**src/rtl/uart_rx_param_if.sv**
```systemverilog
// Receiver-to-consumer bus: received word, error flags, overrun pulse and valid/ready handshake.
// The receiver drives through the master modport and the consumer through the slave modport.
interface uart_rx_param_if #(
  parameter int unsigned DATA_BITS = 8
) ();
  logic [DATA_BITS-1:0] rx_data;
  logic                 rx_valid;
  logic                 rx_ready;
  logic                 parity_err;
  logic                 frame_err;
  logic                 overrun;

  modport master (
    output rx_data, rx_valid, parity_err, frame_err, overrun,
    input  rx_ready
  );

  modport slave (
    input  rx_data, rx_valid, parity_err, frame_err, overrun,
    output rx_ready
  );
endinterface

```
**src/rtl/uart_rx_param.sv**
```systemverilog
// Parametrised UART receiver: 2-flop synchroniser, oversampled 3-sample majority vote,
// configurable data/parity/stop framing, and a valid/ready output with overrun detection.
module uart_rx_param #(
  parameter int unsigned CLOCK_FREQ = 100_000_000,
  parameter int unsigned BAUD_RATE  = 9600,
  parameter int unsigned OVERSAMPLE = 16,
  parameter int unsigned DATA_BITS  = 8,
  parameter int unsigned PARITY     = 0,
  parameter int unsigned STOP_BITS  = 1
) (
  input  logic            clk,
  input  logic            rst,
  input  logic            rx_i,
  output logic            busy_o,
  uart_rx_param_if.master rx_if
);

  localparam int unsigned DIV_RAW  = CLOCK_FREQ / (BAUD_RATE * OVERSAMPLE);
  localparam int unsigned TICK_DIV = (DIV_RAW < 1) ? 1 : DIV_RAW;
  localparam int unsigned TICK_W   = (TICK_DIV > 1) ? $clog2(TICK_DIV) : 1;
  localparam int unsigned S_W      = $clog2(OVERSAMPLE);
  localparam int unsigned BIT_W    = $clog2(DATA_BITS);

  localparam logic [TICK_W-1:0] TICK_LAST = TICK_W'(TICK_DIV - 1);
  localparam logic [S_W-1:0]    S_MID_M1  = S_W'(OVERSAMPLE / 2 - 1);
  localparam logic [S_W-1:0]    S_MID     = S_W'(OVERSAMPLE / 2);
  localparam logic [S_W-1:0]    S_MID_P1  = S_W'(OVERSAMPLE / 2 + 1);
  localparam logic [S_W-1:0]    S_LAST    = S_W'(OVERSAMPLE - 1);
  localparam logic [BIT_W-1:0]  BIT_LAST  = BIT_W'(DATA_BITS - 1);
  localparam logic              STOP_LAST = 1'(STOP_BITS - 1);

  if (DATA_BITS < 5 || DATA_BITS > 9) begin : g_bad_data_bits
    $error("uart_rx_param: DATA_BITS must be in 5..9");
  end
  if (PARITY > 2) begin : g_bad_parity
    $error("uart_rx_param: PARITY must be 0, 1 or 2");
  end
  if (STOP_BITS < 1 || STOP_BITS > 2) begin : g_bad_stop_bits
    $error("uart_rx_param: STOP_BITS must be 1 or 2");
  end
  if ((OVERSAMPLE % 2) != 0 || OVERSAMPLE < 8) begin : g_bad_oversample
    $error("uart_rx_param: OVERSAMPLE must be even and >= 8");
  end

  typedef enum logic [2:0] {
    ST_IDLE,
    ST_START,
    ST_DATA,
    ST_PARITY,
    ST_STOP
  } state_e;

  state_e                state_q, state_d;
  logic [1:0]            sync_q;
  logic [TICK_W-1:0]     tick_q;
  logic [S_W-1:0]        s_q, s_d;
  logic [BIT_W-1:0]      bit_q, bit_d;
  logic                  stop_q, stop_d;
  logic [1:0]            smp_q, smp_d;
  logic [DATA_BITS-1:0]  shift_q, shift_d;
  logic                  perr_pend_q, perr_pend_d;
  logic                  ferr_pend_q, ferr_pend_d;
  logic [DATA_BITS-1:0]  data_q, data_d;
  logic                  valid_q, valid_d;
  logic                  perr_q, perr_d;
  logic                  ferr_q, ferr_d;
  logic                  ovr_q, ovr_d;
  logic                  busy_q, busy_d;

  logic rxs;
  logic tick;
  logic maj;
  logic parity_bad;
  logic commit;
  logic accept;

  assign rxs  = sync_q[1];
  assign tick = (tick_q == TICK_LAST);
  // The third vote is the live synchronised sample, taken at S_MID_P1.
  assign maj  = (smp_q[0] & smp_q[1]) | (smp_q[0] & rxs) | (smp_q[1] & rxs);
  assign parity_bad = (PARITY == 1) ? ~((^shift_q) ^ maj) : ((^shift_q) ^ maj);

  always_ff @(posedge clk or posedge rst) begin
    if (rst) begin
      sync_q <= '1;
      tick_q <= '0;
    end else begin
      sync_q <= {sync_q[0], rx_i};
      tick_q <= tick ? '0 : tick_q + 1'b1;
    end
  end

  always_comb begin
    state_d     = state_q;
    s_d         = s_q;
    bit_d       = bit_q;
    stop_d      = stop_q;
    smp_d       = smp_q;
    shift_d     = shift_q;
    perr_pend_d = perr_pend_q;
    ferr_pend_d = ferr_pend_q;
    commit      = 1'b0;
    if (tick) begin
      if (state_q != ST_IDLE) begin
        s_d = (s_q == S_LAST) ? '0 : s_q + 1'b1;
        if (s_q == S_MID_M1) smp_d[0] = rxs;
        if (s_q == S_MID)    smp_d[1] = rxs;
      end
      unique case (state_q)
        ST_IDLE: begin
          if (!rxs) begin
            state_d     = ST_START;
            s_d         = '0;
            bit_d       = '0;
            stop_d      = 1'b0;
            perr_pend_d = 1'b0;
            ferr_pend_d = 1'b0;
          end
        end
        ST_START: begin
          if (s_q == S_MID_P1 && maj) state_d = ST_IDLE;
          else if (s_q == S_LAST)     state_d = ST_DATA;
        end
        ST_DATA: begin
          if (s_q == S_MID_P1) shift_d = {maj, shift_q[DATA_BITS-1:1]};
          if (s_q == S_LAST) begin
            if (bit_q == BIT_LAST) begin
              bit_d   = '0;
              state_d = (PARITY != 0) ? ST_PARITY : ST_STOP;
            end else begin
              bit_d = bit_q + 1'b1;
            end
          end
        end
        ST_PARITY: begin
          if (s_q == S_MID_P1) perr_pend_d = parity_bad;
          if (s_q == S_LAST)   state_d = ST_STOP;
        end
        ST_STOP: begin
          // Final stop commits at mid-bit so the next start edge is caught promptly.
          if (s_q == S_MID_P1) begin
            if (!maj) ferr_pend_d = 1'b1;
            if (stop_q == STOP_LAST) begin
              commit  = 1'b1;
              state_d = ST_IDLE;
              s_d     = '0;
            end
          end else if (s_q == S_LAST) begin
            stop_d = stop_q + 1'b1;
          end
        end
        default: state_d = ST_IDLE;
      endcase
    end
  end

  always_comb begin
    accept  = valid_q && rx_if.rx_ready;
    data_d  = data_q;
    valid_d = valid_q;
    perr_d  = perr_q;
    ferr_d  = ferr_q;
    ovr_d   = 1'b0;
    if (accept) valid_d = 1'b0;
    if (commit) begin
      if (!valid_q || accept) begin
        data_d  = shift_q;
        perr_d  = perr_pend_q;
        ferr_d  = ferr_pend_d;
        valid_d = 1'b1;
      end else begin
        ovr_d = 1'b1;
      end
    end
    busy_d = (state_d != ST_IDLE);
  end

  always_ff @(posedge clk or posedge rst) begin
    if (rst) begin
      state_q     <= ST_IDLE;
      s_q         <= '0;
      bit_q       <= '0;
      stop_q      <= 1'b0;
      smp_q       <= '0;
      shift_q     <= '0;
      perr_pend_q <= 1'b0;
      ferr_pend_q <= 1'b0;
      data_q      <= '0;
      valid_q     <= 1'b0;
      perr_q      <= 1'b0;
      ferr_q      <= 1'b0;
      ovr_q       <= 1'b0;
      busy_q      <= 1'b0;
    end else begin
      state_q     <= state_d;
      s_q         <= s_d;
      bit_q       <= bit_d;
      stop_q      <= stop_d;
      smp_q       <= smp_d;
      shift_q     <= shift_d;
      perr_pend_q <= perr_pend_d;
      ferr_pend_q <= ferr_pend_d;
      data_q      <= data_d;
      valid_q     <= valid_d;
      perr_q      <= perr_d;
      ferr_q      <= ferr_d;
      ovr_q       <= ovr_d;
      busy_q      <= busy_d;
    end
  end

  assign rx_if.rx_data    = data_q;
  assign rx_if.rx_valid   = valid_q;
  assign rx_if.parity_err = perr_q;
  assign rx_if.frame_err  = ferr_q;
  assign rx_if.overrun    = ovr_q;
  assign busy_o           = busy_q;

endmodule

```
**src/flat_wrapper.sv**
```systemverilog
// flat-port wrapper written by rule: the top's interface ports become plain ports
module uart_rx_param_flat 
#(
  parameter int unsigned CLOCK_FREQ = 100_000_000,
  parameter int unsigned BAUD_RATE  = 9600,
  parameter int unsigned OVERSAMPLE = 16,
  parameter int unsigned DATA_BITS  = 8,
  parameter int unsigned PARITY     = 0,
  parameter int unsigned STOP_BITS  = 1
)
  (clk, rst, rx_i, busy_o, rx_if_rx_data, rx_if_rx_valid, rx_if_parity_err, rx_if_frame_err, rx_if_overrun, rx_if_rx_ready);
  uart_rx_param_if #(.DATA_BITS(DATA_BITS)) rx_if_i ();
  input  logic clk;
  input  logic rst;
  input  logic rx_i;
  output logic busy_o;
  output wire logic [$bits(rx_if_i.rx_data)-1:0] rx_if_rx_data;
  output wire logic [$bits(rx_if_i.rx_valid)-1:0] rx_if_rx_valid;
  output wire logic [$bits(rx_if_i.parity_err)-1:0] rx_if_parity_err;
  output wire logic [$bits(rx_if_i.frame_err)-1:0] rx_if_frame_err;
  output wire logic [$bits(rx_if_i.overrun)-1:0] rx_if_overrun;
  input wire logic [$bits(rx_if_i.rx_ready)-1:0] rx_if_rx_ready;
  assign rx_if_rx_data = rx_if_i.rx_data;
  assign rx_if_rx_valid = rx_if_i.rx_valid;
  assign rx_if_parity_err = rx_if_i.parity_err;
  assign rx_if_frame_err = rx_if_i.frame_err;
  assign rx_if_overrun = rx_if_i.overrun;
  assign rx_if_i.rx_ready = rx_if_rx_ready;
  uart_rx_param #(.CLOCK_FREQ(CLOCK_FREQ), .BAUD_RATE(BAUD_RATE), .OVERSAMPLE(OVERSAMPLE), .DATA_BITS(DATA_BITS), .PARITY(PARITY), .STOP_BITS(STOP_BITS)) u_core (.clk(clk), .rst(rst), .rx_i(rx_i), .busy_o(busy_o), .rx_if(rx_if_i));
endmodule
```
**config.mk**
```make
export PLATFORM = sky130hd
export DESIGN_NAME = uart_rx_param_flat
export DESIGN_NICKNAME = d
export VERILOG_FILES = /design/src/rtl/uart_rx_param_if.sv /design/src/rtl/uart_rx_param.sv /design/src/flat_wrapper.sv
export SDC_FILE = /design/constraint.sdc
export NUM_CORES = 1
export LEC_CHECK = 0
export CAP_MARGIN = 30
export CORE_MARGIN = 5
export CORE_UTILIZATION = 58
export DETAILED_ROUTE_END_ITERATION = 16
export HOLD_SLACK_MARGIN = 0.03
export MAX_ROUTING_LAYER = met4
export PLACE_DENSITY = 0.89
export SYNTH_ARGS = -nofsm -noshare
export SYNTH_HDL_FRONTEND = slang
export SYNTH_SLANG_ARGS = --single-unit
```
**constraint.sdc**
```tcl
create_clock -name clk -period 3.1 [get_ports clk]
set_clock_uncertainty 0.2 [all_clocks]
set_input_delay 0.465 -clock clk [delete_from_list [all_inputs] [get_ports clk]]
set_output_delay 0.465 -clock clk [all_outputs]
set_load 0.05 [all_outputs]
```
**Word-level counts from Yosys, hierarchy flattened**

Index checks and enable logic that the tools add are counted.

- Register bits after elaboration: 48
- Input bits: 4
- Output and inout port bits: 13

- $add $sub $neg: 4
- Equal/unequal tests: 15
- Muxes and demuxes: 41
- Bitwise logic cells: 6
- Reduce and logical (&&, ||, !) cells: 18

Operator list:

| cell | count |
|---|---|
| $mux 3 | 12 |
| $mux 4 | 5 |
| $mux 1 | 17 |
| $pmux 3 s5 | 1 |
| $eq 4x4->1 const B | 3 |
| $add 10x1->10 const B | 1 |
| $eq 10x10->1 const B | 1 |
| $mux 10 | 1 |
| $reduce_and 3->1 | 3 |
| $pmux 4 s2 | 1 |
| $reduce_and 4->1 | 2 |
| $reduce_xor 8->1 | 1 |
| $eq 3x2->1 const B | 2 |
| $eq 3x3->1 const B | 2 |
| $ne 2x1->1 const B | 3 |
| $pmux 1 s2 | 3 |
| $pmux 3 s2 | 1 |
| $reduce_bool 2->1 | 3 |
| $reduce_bool 3->1 | 2 |
| $reduce_and 5->1 | 1 |
| $add 4x1->4 const B | 1 |
| $eq 4x3->1 const B | 1 |
| $ne 2x2->1 const B | 2 |
| $add 3x1->3 const B | 1 |
| 10 further kinds | 14 |

**Logic depth before layout (Yosys ltp)**

Gate-level depths: netlist (run 1).

- Depth in word-level cells: 8
- Mapped depth: 7

**Worst setup path after synthesis (run 1)**

Ideal clock, no wire load.

- Path type: reg2reg
- Start: register u_core.tick_q[0]
- End: register u_core.busy_q, in the netlist u_core.busy_o
- Library setup time: 0.138 ns
- Arrival time: 1.803 ns
- Required time: 2.762 ns
- Setup slack: 0.959 ns
- Stages on the path, launching flop included: 7
- Clock period less this slack: 2.141 ns
- Path through: dfrtp_1 > inv_1 > ha_1 > and4b_2 > nand3_4 > o32a_1 > or4b_1

- Word-level cells in the longest chain between the ends: 3

RTL lines:

| element | RTL line | RTL |
|---|---|---|
| from (decl) | uart_rx_param.sv:55 | `logic [TICK_W-1:0] tick_q;` |
| from (signal assigned) | uart_rx_param.sv:89 | `tick_q <= tick ? '0 : tick_q + 1'b1;` |
| $eq 10x10->1 | uart_rx_param.sv:78 | `assign tick = (tick_q == TICK_LAST);` |
| $mux 3 | uart_rx_param.sv:103 | `if (tick) begin` |
| via u_core.state_d[1] | uart_rx_param.sv:53 | `state_e state_q, state_d;` |
| $reduce_bool 3->1 | uart_rx_param.sv:175 | `busy_d = (state_d != ST_IDLE);` |
| via u_core.busy_d | uart_rx_param.sv:68 | `logic busy_q, busy_d;` |
| to (signal assigned) | uart_rx_param.sv:208 | `busy_q <= busy_d;` |
| to (decl) | uart_rx_param.sv:68 |  |

The timed path passes the listed nets, and every way through them passes these cells.
A chain may end at the register's enable or synchronous reset.

**Worst setup path in the final report (run 1)**

- Start: register u_core.tick_q[0]
- End: register u_core.busy_q, in the netlist u_core.busy_o

- Word-level cells in the longest chain between the ends: 3

RTL lines:

| element | RTL line |
|---|---|
| $eq 10x10->1 | uart_rx_param.sv:78 |
| $mux 3 | uart_rx_param.sv:103 |
| $reduce_bool 3->1 | uart_rx_param.sv:175 |
| via u_core.busy_d | uart_rx_param.sv:68 |

The timed path passes the listed nets, and every way through them passes these cells.

==> metrics.md, run 1 <==
| Metric | Value |
|---|---|
| # DRC | 0 |
| DR iter-0 viols | 110 |
| Nets | 229 |
| Max-Cap Viols | 0 |
| Count of cell types in the netlist | 51 |
| TritonCTS buffer count | 5 |
| CTS resizes | 0 |
| Switching part of the total | 20.1% |
| Via count | 1,668 |
| Final hold vios | 0 |
| Met1 Usage GRT | about a quarter |
| Register area share after synthesis | slightly above 50% |
| Post-CTS Setup Bufs | 0 |
| Average wire per cell in the routed design | between 15 and 20 um |
| Num rows | 23 |
| Final worst-path cycle share | 81.4% |
| Fin crit period | between 2 and 3 ns |
| H-tree depth | 2 |
| Ports | 17 |
| Die area | 5470 sq um |
| GRT met3 Usage | under 10% |
| Hold Path Class | reg2reg |
| Antenna violations before repair | 0 |
| Finish-stage setup viols | 0 |
| Most frequent standard cell in the layout excluding fill and tap cells | dfrtp_1 |
| Fin. max-slew vios | 0 |
| Ant diodes | 0 |
| Leak | 1.19 nW |
| Reg area | 1200 sq um |
| PD cells | 416 nW/um^2 |
| Post-Syn Instances | 200 |
| Psw | 226 uW |
| Mean area per synthesized cell | around 12 sq um |
| Die X | about 74 um |
| Routed Antenna Nets | 0 |
| Sink Count | 48 |
| Share of layout cells above drive strength 1 | 19.6% |
| Final wirelength | 4460 um |
| Vias per cell | 6.20 |
| Gate power share | about 1.6% |
| Status | finished, final reports clean |
| RSZ-0062 raised after global routing | no |
| Synth Cell Area | 2370 sq um |
| Slew margin rel. | a little under three fifths |
| Worst-Skew Late Latency | ~0.3 ns |
| Clock Tree Buf Depth | 2 |
| Core Box Area | between 3000 and 4000 sq um |
| Pwr Total | 1.12 mW |
| Worst-Margin Slew | 0.642 ns |
| Critical path type | reg2reg |
| Max Clock Freq | 396 MHz |
| Ys flop type | dfrtp_1 |
| Worst-path clk slew | 0.09 ns |
| Chip height | 74.0 um |
| Critical path peak fanout | 6 |
| Number of buffers added on ports | 16 |
| Layout area overhead | 13.6% |
| Async SR Flop Fraction | 100% |
| Int Pwr | 897 uW |
| Synthesis Warnings | 0 |
| Fill cell count | 280 |
| Clock share of power | 42.3% |
| Placed cell count | 261 |
| Startpoint type of the worst setup path | flop |
| Post-synth EDFFs | 0 |
| Root Driver | clkbuf_8 |
| Final HPWL DP | between 3000 and 4000 um |
| Register bit total from synthesis | 48 |
| Post-CTS Hold Buffers | 0 |
| Register share of total power | 56.0% |
| Grt peak-use layer | met2 |
| TritonRoute pass-1 iters | 4 |
| Multi-input gate area | 1100 sq um |
| Fin Setup TNS | 0 ns |
| Worst setup EP type | flop |
| GR met2 Demand/Resource | a little under a third |
| Worst VDD drop | 0.000411 V |
| Global-route wire length before repair | 8000 um |
| Initial core utilization | 59.8% |
| CTS tree | done |
| Vias in the first global route | 1,697 |
| Worst path required time | 3.07 ns |
| Non-filler cells, final | 269 |
| Global route total overflow | 0 |
| Largest net degree at the start of global routing | 49 |
| All-Layer GR Usage | 19.7% |
| Commonest cells after routing, fill and taps aside | dfrtp_1 (46), mux2_2 (18), clkdlybuf4s50_1 (16) |
| Critical Path AT | 2.50 ns |
| GPL Wtd Cong | around 0.87 |
| Net Count, Synth | between 200 and 250 |
-- synthesized netlist by cell type, drive strengths merged (2+ instances only) --
master    n  area, sq um
dfrtp    46         1150
nand2b    4         25.0
or3       2         17.5
nand3    12         85.1
nor4      3         18.8
nand2     6         22.5
o21ai     7         35.0
a2111oi   2         37.5
nor3      6         35.0
or2       3         18.8
xnor2    11         96.3
nand4b    3         26.3
a21oi     4         20.0
and3      2         12.5
inv       7         26.3
a22o      4         35.0
nor2     11         41.3
buf       6         36.3
mux2     20          225
xor2      2         17.5
dfstp     2         52.6
ha        7         87.6
nand4     7         43.8
clkbuf    2         7.51
-- critical path: stages, from the launching register on --
cell and delay (ns):
dfrtp_1 0.45, inv_1 0.09, ha_1 0.16, nand4b_1 0.23
nor3_1 0.55, o21ai_0 0.18, or4b_1 0.54
-- cell families (layout without fill, tap and decap cells) --
logic type      after synthesis  count (layout)  share of synthesized area (%)
mux                          21              21                           9.90
buf+inv                      15              34                           2.95
xor+xnor                     14              14                           5.74
flops                        48              48                           50.7
simple gates                 67              67                           17.7
compound gates               27              27                           8.96
fa+ha+maj                     8               8                           4.11
-- cell type report --
type | instances | share of cell area (%)
Sequential cell | 48 | 44.6
Multi-Input combinational cell | 137 | 40.8
Timing Repair Buffer | 19 | 6.77
Clock buffer | 6 | 3.06
Tap cell | 50 | 2.32
Clock inverter | 2 | 1.44
Inverter | 7 | 0.974
-- per-layer routing --
layer | part of all wire (%) | vias up
met2 | 49 | 57
met4 | 2.3 | 0
met1 | 43 | 833
met5 | 0 | -
met3 | 5.6 | 12
li1 | - | 766
-- flip-flops by register name, indices dropped and copies added, names as in the netlist, 2 cells and up --
register,count
u_core.bit_q,3
u_core.sync_q,2
u_core.tick_q,10
u_core.shift_q,8
u_core.s_q,4
u_core.rx_if.rx_data,8
u_core.smp_q,2
u_core.state_q,3
-- worst paths after layout --
path	slack, ns	to	depth (start not counted)	startpoint
hold reg to reg	0.16	u_core.sync_q[1]$_DFF_PP1_	0	u_core.sync_q[0]$_DFF_PP1_
min in group asynchronous	0.43	u_core.rx_if.rx_data[2]$_DFFE_PP0P_	3	rst
setup / recovery	0.58	u_core.busy_o$_DFF_PP0_	6	u_core.tick_q[0]$_DFF_PP0_
setup reg to reg	0.58	u_core.busy_o$_DFF_PP0_	6	u_core.tick_q[0]$_DFF_PP0_
max in group asynchronous	1.89	u_core.state_q[1]$_DFF_PP0_	3	rst
hold / removal	0.16	u_core.sync_q[1]$_DFF_PP1_	0	u_core.sync_q[0]$_DFF_PP1_
-- metrics by stage --
step | setup slack [ns] | cell area, sq um | hold WS [ns] | util [%]
global route | 0.416 | 2700 | 0.169 | 67.9
finish | 0.576 | 2700 | 0.161 | 67.9
global placement | 0.750 | 2580 | 0.146 | 64.9
detailed placement | 0.635 | 2580 | 0.149 | 64.9
CTS | 0.598 | 2700 | 0.162 | 67.9
floorplan | 0.959 | 2370 | 0.145 | -
-- power groups by stage --
stage / combinational [mW] / clock, mW / sequential, mW
6_report: 0.0182 / 0.476 / 0.629
4_1_cts: 0.0193 / 0.485 / 0.629
3_3_place_gp: 0.0188 / 0 / 0.642
2_1_floorplan: 0.0109 / 0 / 0.641
5_1_grt: 0.0217 / 0.511 / 0.630
3_5_place_dp: 0.0192 / 0 / 0.642
Note: power is estimated with default switching activity, not from simulation.
==> run 2, diff against run 1 <==
clock period = 2.4 ns   (was 3.1 ns; I/O delays follow)
==> metrics.md, run 2 (synthesized netlist as in run 1, its figures left out) <==
| Metric | Value |
|---|---|
| Finish-stage setup viols | 0 |
| Worst-path clk slew | 0.09 ns |
| RSZ-0062 raised after global routing | no |
| Ant diodes | 0 |
| Fin. max-slew vios | 0 |
| Average wire per cell in the routed design | 16.6 um |
| Worst path required time | 2.38 ns |
| Max Clock Freq | 436 MHz |
| Nets | 233 |
| Most frequent standard cell in the layout excluding fill and tap cells | dfrtp_1 |
| Clock Tree Buf Depth | 2 |
| Max-Cap Viols | 0 |
| Global-route wire length before repair | 7980 um |
| Critical path type | reg2reg |
| Final hold vios | 0 |
| Commonest cells after routing, fill and taps aside | dfrtp_1 (46), mux2_2 (18), clkdlybuf4s50_1 (16) |
| TritonRoute pass-1 iters | 4 |
| Cell chain of the critical path | inv_1, ha_1, and4b_2, nand3_4, o32a_1, or4b_1 |
| Gate power share | 1.7% |
| Flip-flop count of the largest register after layout | 10 |
| DR iter-0 viols | 181 |
| Leak | 1.22 nW |
| Die X | 74.0 um |
| Die area | 5470 sq um |
| CP max-delay cell | or4b_1 |
| PD cells | 558 nW/um^2 |
| CTS tree | done |
| Sink Count | 48 |
| Core Box Area | 3970 sq um |
| Post-CTS Hold Buffers | 0 |
| All-Layer GR Usage | ~20% |
| Critical path peak fanout | 6 |
| Chip height | 74.0 um |
| Antenna violations before repair | 0 |
| Int Pwr | about 1.2 mW |
| H-tree depth | 2 |
| Worst setup EP type | flop |
| Layout area overhead | 16.1% |
| Fin Setup TNS | 0 ns |
| TritonCTS buffer count | 5 |
| Final worst-path cycle share | 95.6% |
| Final HPWL DP | 3190 um |
| Fill cell count | 288 |
| Num rows | 23 |
| CP peak stage delay | 0.49 ns |
| CP delay by family, top | simple AND/OR/NAND/NOR gates |
| WP buf/inv | 1 |
| Worst-Margin Slew | 0.521 ns |
| Number of buffers added on ports | 16 |
| Startpoint type of the worst setup path | flop |
| # DRC | 0 |
| Via count | 1,662 |
| GPL Wtd Cong | between 0.8 and 0.9 |
| Placed cell count | 265 |
| Largest net degree at the start of global routing | 29 |
| Register share of total power | 52.8% |
| Switching part of the total | 19.5% |
| CTS resizes | 0 |
| Root Driver | clkbuf_8 |
| Routed Antenna Nets | 0 |
| Psw | 299 uW |
| Critical Path AT | 2.27 ns |
| Hold Path Class | reg2reg |
| Non-filler cells, final | roughly 270 |
| Most flops, register | u_core.tick_q |
| Reg area | 1200 sq um |
| Worst VDD drop | roughly 0.00046 V |
| Fin crit period | 2.29 ns |
| WHS | about 0.17 ns |
| Worst-Skew Late Latency | 0.31 ns |
| Final wirelength | ~4500 um |
| Vias in the first global route | around 1,700 |
| Vias per cell | 6.09 |
| Share of layout cells above drive strength 1 | between 20% and 30% |
| Global route total overflow | 0 |
| Clock share of power | 45.5% |
| Multi-input gate area | 1100 sq um |
| Status | finished, final reports clean |
| Ports | 17 |
| Post-CTS Setup Bufs | 0 |
| Slew margin rel. | 64.9% |
| Initial core utilization | 59.8% |
run 2: cell type report:
cell class                      count  share of cell area (%)
Sequential cell                    48                    43.7
Multi-Input combinational cell    137                    39.9
Timing Repair Buffer               23                    8.17
Clock buffer                        5                    2.50
Clock inverter                      3                    2.50
Tap cell                           50                    2.27
Inverter                            7                   0.953
run 2: through the flow:
stage / setup WS [ns] / area (sq um) / power [mW] / util, %
6_report: 0.105 / 2760 / 1.54 / 69.4
5_1_grt: 0.0238 / 2760 / 1.58 / 69.4
4_1_cts: 0.108 / 2760 / 1.55 / 69.4
3_5_place_dp: 0.144 / 2620 / 0.856 / 65.9
3_3_place_gp: 0.203 / 2620 / 0.856 / 65.9
2_1_floorplan: 0.259 / 2370 / 0.842 / -
run 2: power groups by stage:
stage,logic (mW),registers (mW),clock network [mW]
5_1_grt,0.0310,0.813,0.740
3_3_place_gp,0.0274,0.829,0
3_5_place_dp,0.0279,0.829,0
2_1_floorplan,0.0141,0.828,0
4_1_cts,0.0279,0.813,0.706
6_report,0.0265,0.813,0.699
run 2: worst reg2reg max path, delay by kind of cell (launching register included):
kind                       cells  cell delay (ns)
and+or+nand+nor                3             0.89
DFF                            1             0.45
AOI/OAI and AO/OA              1             0.39
adders and majority gates      1             0.15
buffers and inverters          1             0.08
run 2: layer usage:
layer / share of wire [%] / track usage [%]
met5: 0 / -
met4: 2.2 / 11.3
met3: 4.4 / 4.05
met2: 48 / 29.5
met1: 45 / 25.2
run 2: worst paths after layout:
check | start | to | slack [ns] | cells past startpoint
max in group asynchronous | rst | u_core.sync_q[1]$_DFF_PP1_ | 1.24 | 3
worst min-delay path | u_core.sync_q[0]$_DFF_PP1_ | u_core.sync_q[1]$_DFF_PP1_ | 0.17 | 0
worst max-delay path | u_core.tick_q[0]$_DFF_PP0_ | u_core.busy_o$_DFF_PP0_ | 0.11 | 6
worst max register to register | u_core.tick_q[0]$_DFF_PP0_ | u_core.busy_o$_DFF_PP0_ | 0.11 | 6
min in group asynchronous | rst | u_core.rx_if.rx_data[2]$_DFFE_PP0P_ | 0.18 | 2
worst min register to register | u_core.sync_q[0]$_DFF_PP1_ | u_core.sync_q[1]$_DFF_PP1_ | 0.17 | 0
==> run 3, diff against run 2 <==
PLACE_DENSITY = 0.79   (was 0.89)
REMOVE_ABC_BUFFERS = 1   (was default)
==> metrics.md, run 3 (synthesized netlist as in run 1, its figures left out) <==
| Metric | Value |
|---|---|
| Worst setup EP type | flop |
| Met1 Usage GRT | 25.3% |
| Max-Cap Viols | 0 |
| Share of layout cells above drive strength 1 | 21.4% |
| Worst-path clk slew | 0.09 ns |
| Core Box Area | roughly 4000 sq um |
| TritonCTS buffer count | 5 |
| PD cells | 483 nW/um^2 |
| Num rows | 23 |
| Most flops, register | u_core.tick_q |
| CP delay by family, top | simple AND/OR/NAND/NOR gates |
| Average wire per cell in the routed design | 16.9 um |
| Grt peak-use layer | met2 |
| Non-filler cells, final | 274 |
| CP max-delay cell | or4b_1 |
| Number of buffers added on ports | 16 |
| GRT met3 Usage | 4.32% |
| Commonest cells after routing, fill and taps aside | dfrtp_1 (46), mux2_2 (18), clkdlybuf4s50_1 (16) |
| DR iter-0 viols | 193 |
| Clock Tree Buf Depth | 2 |
| Max Clock Freq | roughly 440 MHz |
| TritonRoute pass-1 iters | 4 |
| Ant diodes | 0 |
| Cell count along the critical path | 6 |
| Final hold vios | 0 |
| Vias per cell | around 6.0 |
| Post-layout util | 68.0% |
| Fin crit period | 2.29 ns |
| CTS tree | done |
| Worst path required time | 2.37 ns |
| Final worst-path cycle share | 95.3% |
| RSZ-0062 raised after global routing | no |
| Global route total overflow | 0 |
| Startpoint type of the worst setup path | flop |
| Nets | around 230 |
| Critical path type | reg2reg |
| Worst-Margin Slew | ~0.65 ns |
| Cell chain of the critical path | inv_1, ha_1, nand4b_1, nor3_1, o21ai_0, or4b_1 |
| Leak | ~1.2 nW |
| Fin. max-slew vios | 0 |
| Critical Path AT | about 2.3 ns |
| Post-CTS Setup Bufs | 0 |
| Finish-stage setup viols | 0 |
| Global-route wire length before repair | just under 8000 um |
| GPL Wtd Cong | roughly 0.95 |
| All-Layer GR Usage | 19.4% |
| CTS resizes | 0 |
| Largest net degree at the start of global routing | 22 |
| # DRC | 0 |
| Slew margin rel. | 56.5% |
| Sink Count | 48 |
| H-tree depth | 2 |
| Ports | 17 |
| Layout area overhead | 13.8% |
| Final HPWL DP | around 3500 um |
| Chip height | around 74 um |
| Critical path peak fanout | 6 |
| Die area | 5470 sq um |
| Post-Place Cell Area | 2610 sq um |
| WP buf/inv | 1 |
| Pwr Total | 1.30 mW |
| Post-CTS Hold Buffers | 0 |
| Worst VDD drop | about 0.00038 V |
| CP peak stage delay | 0.54 ns |
| Final Cell Area | 2700 sq um |
| Routed Antenna Nets | 0 |
| Die X | 74.0 um |
| Placed cell count | 266 |
| Via count | between 1,500 and 2,000 |
| Worst-Skew Late Latency | 0.30 ns |
| Final wirelength | 4630 um |
| Most frequent standard cell in the layout excluding fill and tap cells | dfrtp_1 |
| Path depth of the worst reg2reg path | 6 |
| Root Driver | clkbuf_8 |
| Antenna violations before repair | 0 |
| Flip-flop count of the largest register after layout | 10 |
| Hold Path Class | in2async |
| Status | finished, final reports clean |
| GR met2 Demand/Resource | 30.6% |
| Initial core utilization | 59.8% |
| Fin Setup TNS | 0 ns |
| Vias in the first global route | 1,671 |
==> run 3: power by group <==
group | leakage (nW) | internal [mW] | switching, mW
sequential | 0.650 | 0.811 | 0.00165
clock | 0.0479 | 0.203 | 0.263
combinational | 0.507 | 0.00801 | 0.0173
total | 1.20 | 1.02 | 0.282
==> run 3: worst paths after layout <==
check / from / to / slack, ns
max: u_core.tick_q[0]$_DFF_PP0_ / u_core.busy_o$_DFF_PP0_ / 0.11
min: rst / u_core.rx_if.rx_data[3]$_DFFE_PP0P_ / 0.16
max reg2reg: u_core.tick_q[0]$_DFF_PP0_ / u_core.busy_o$_DFF_PP0_ / 0.11
min reg2reg: u_core.sync_q[0]$_DFF_PP1_ / u_core.sync_q[1]$_DFF_PP1_ / 0.16
max in group asynchronous: rst / u_core.tick_q[6]$_DFF_PP0_ / 1.28
min in group clk: u_core.sync_q[0]$_DFF_PP1_ / u_core.sync_q[1]$_DFF_PP1_ / 0.16
==> run 3: final cells by class <==
type | count | area [sq um]
clock buffers | 5 | 68.8
clock inverters | 3 | 18.8
fillers | 297 | 1270
inverters | 7 | 26.3
multi-input cells | 137 | 1100
flip-flops and latches | 48 | 1200
well taps | 50 | 62.6
repair buffers | 24 | 220
==> run 3: stage by stage <==
| step | setup WS, ns | hold slack, ns |
|---|---|---|
| after floorplan | -0.223 | 0.145 |
| after global placement | 0.204 | 0.146 |
| after CTS | 0.121 | 0.163 |
| after detailed placement | 0.132 | 0.150 |
| after global routing | 0.0165 | 0.165 |
| final | 0.114 | 0.164 |
==> run 3: routing by layer <==
metal  part of all wire, %  wire length [um]  vias to the layer above
met5                     0                 0                        -
met3                   4.5               208                        9
met4                   1.5                70                        0
met1                    45              2070                      817
met2                    49              2280                       50
li1                      -                 -                      769
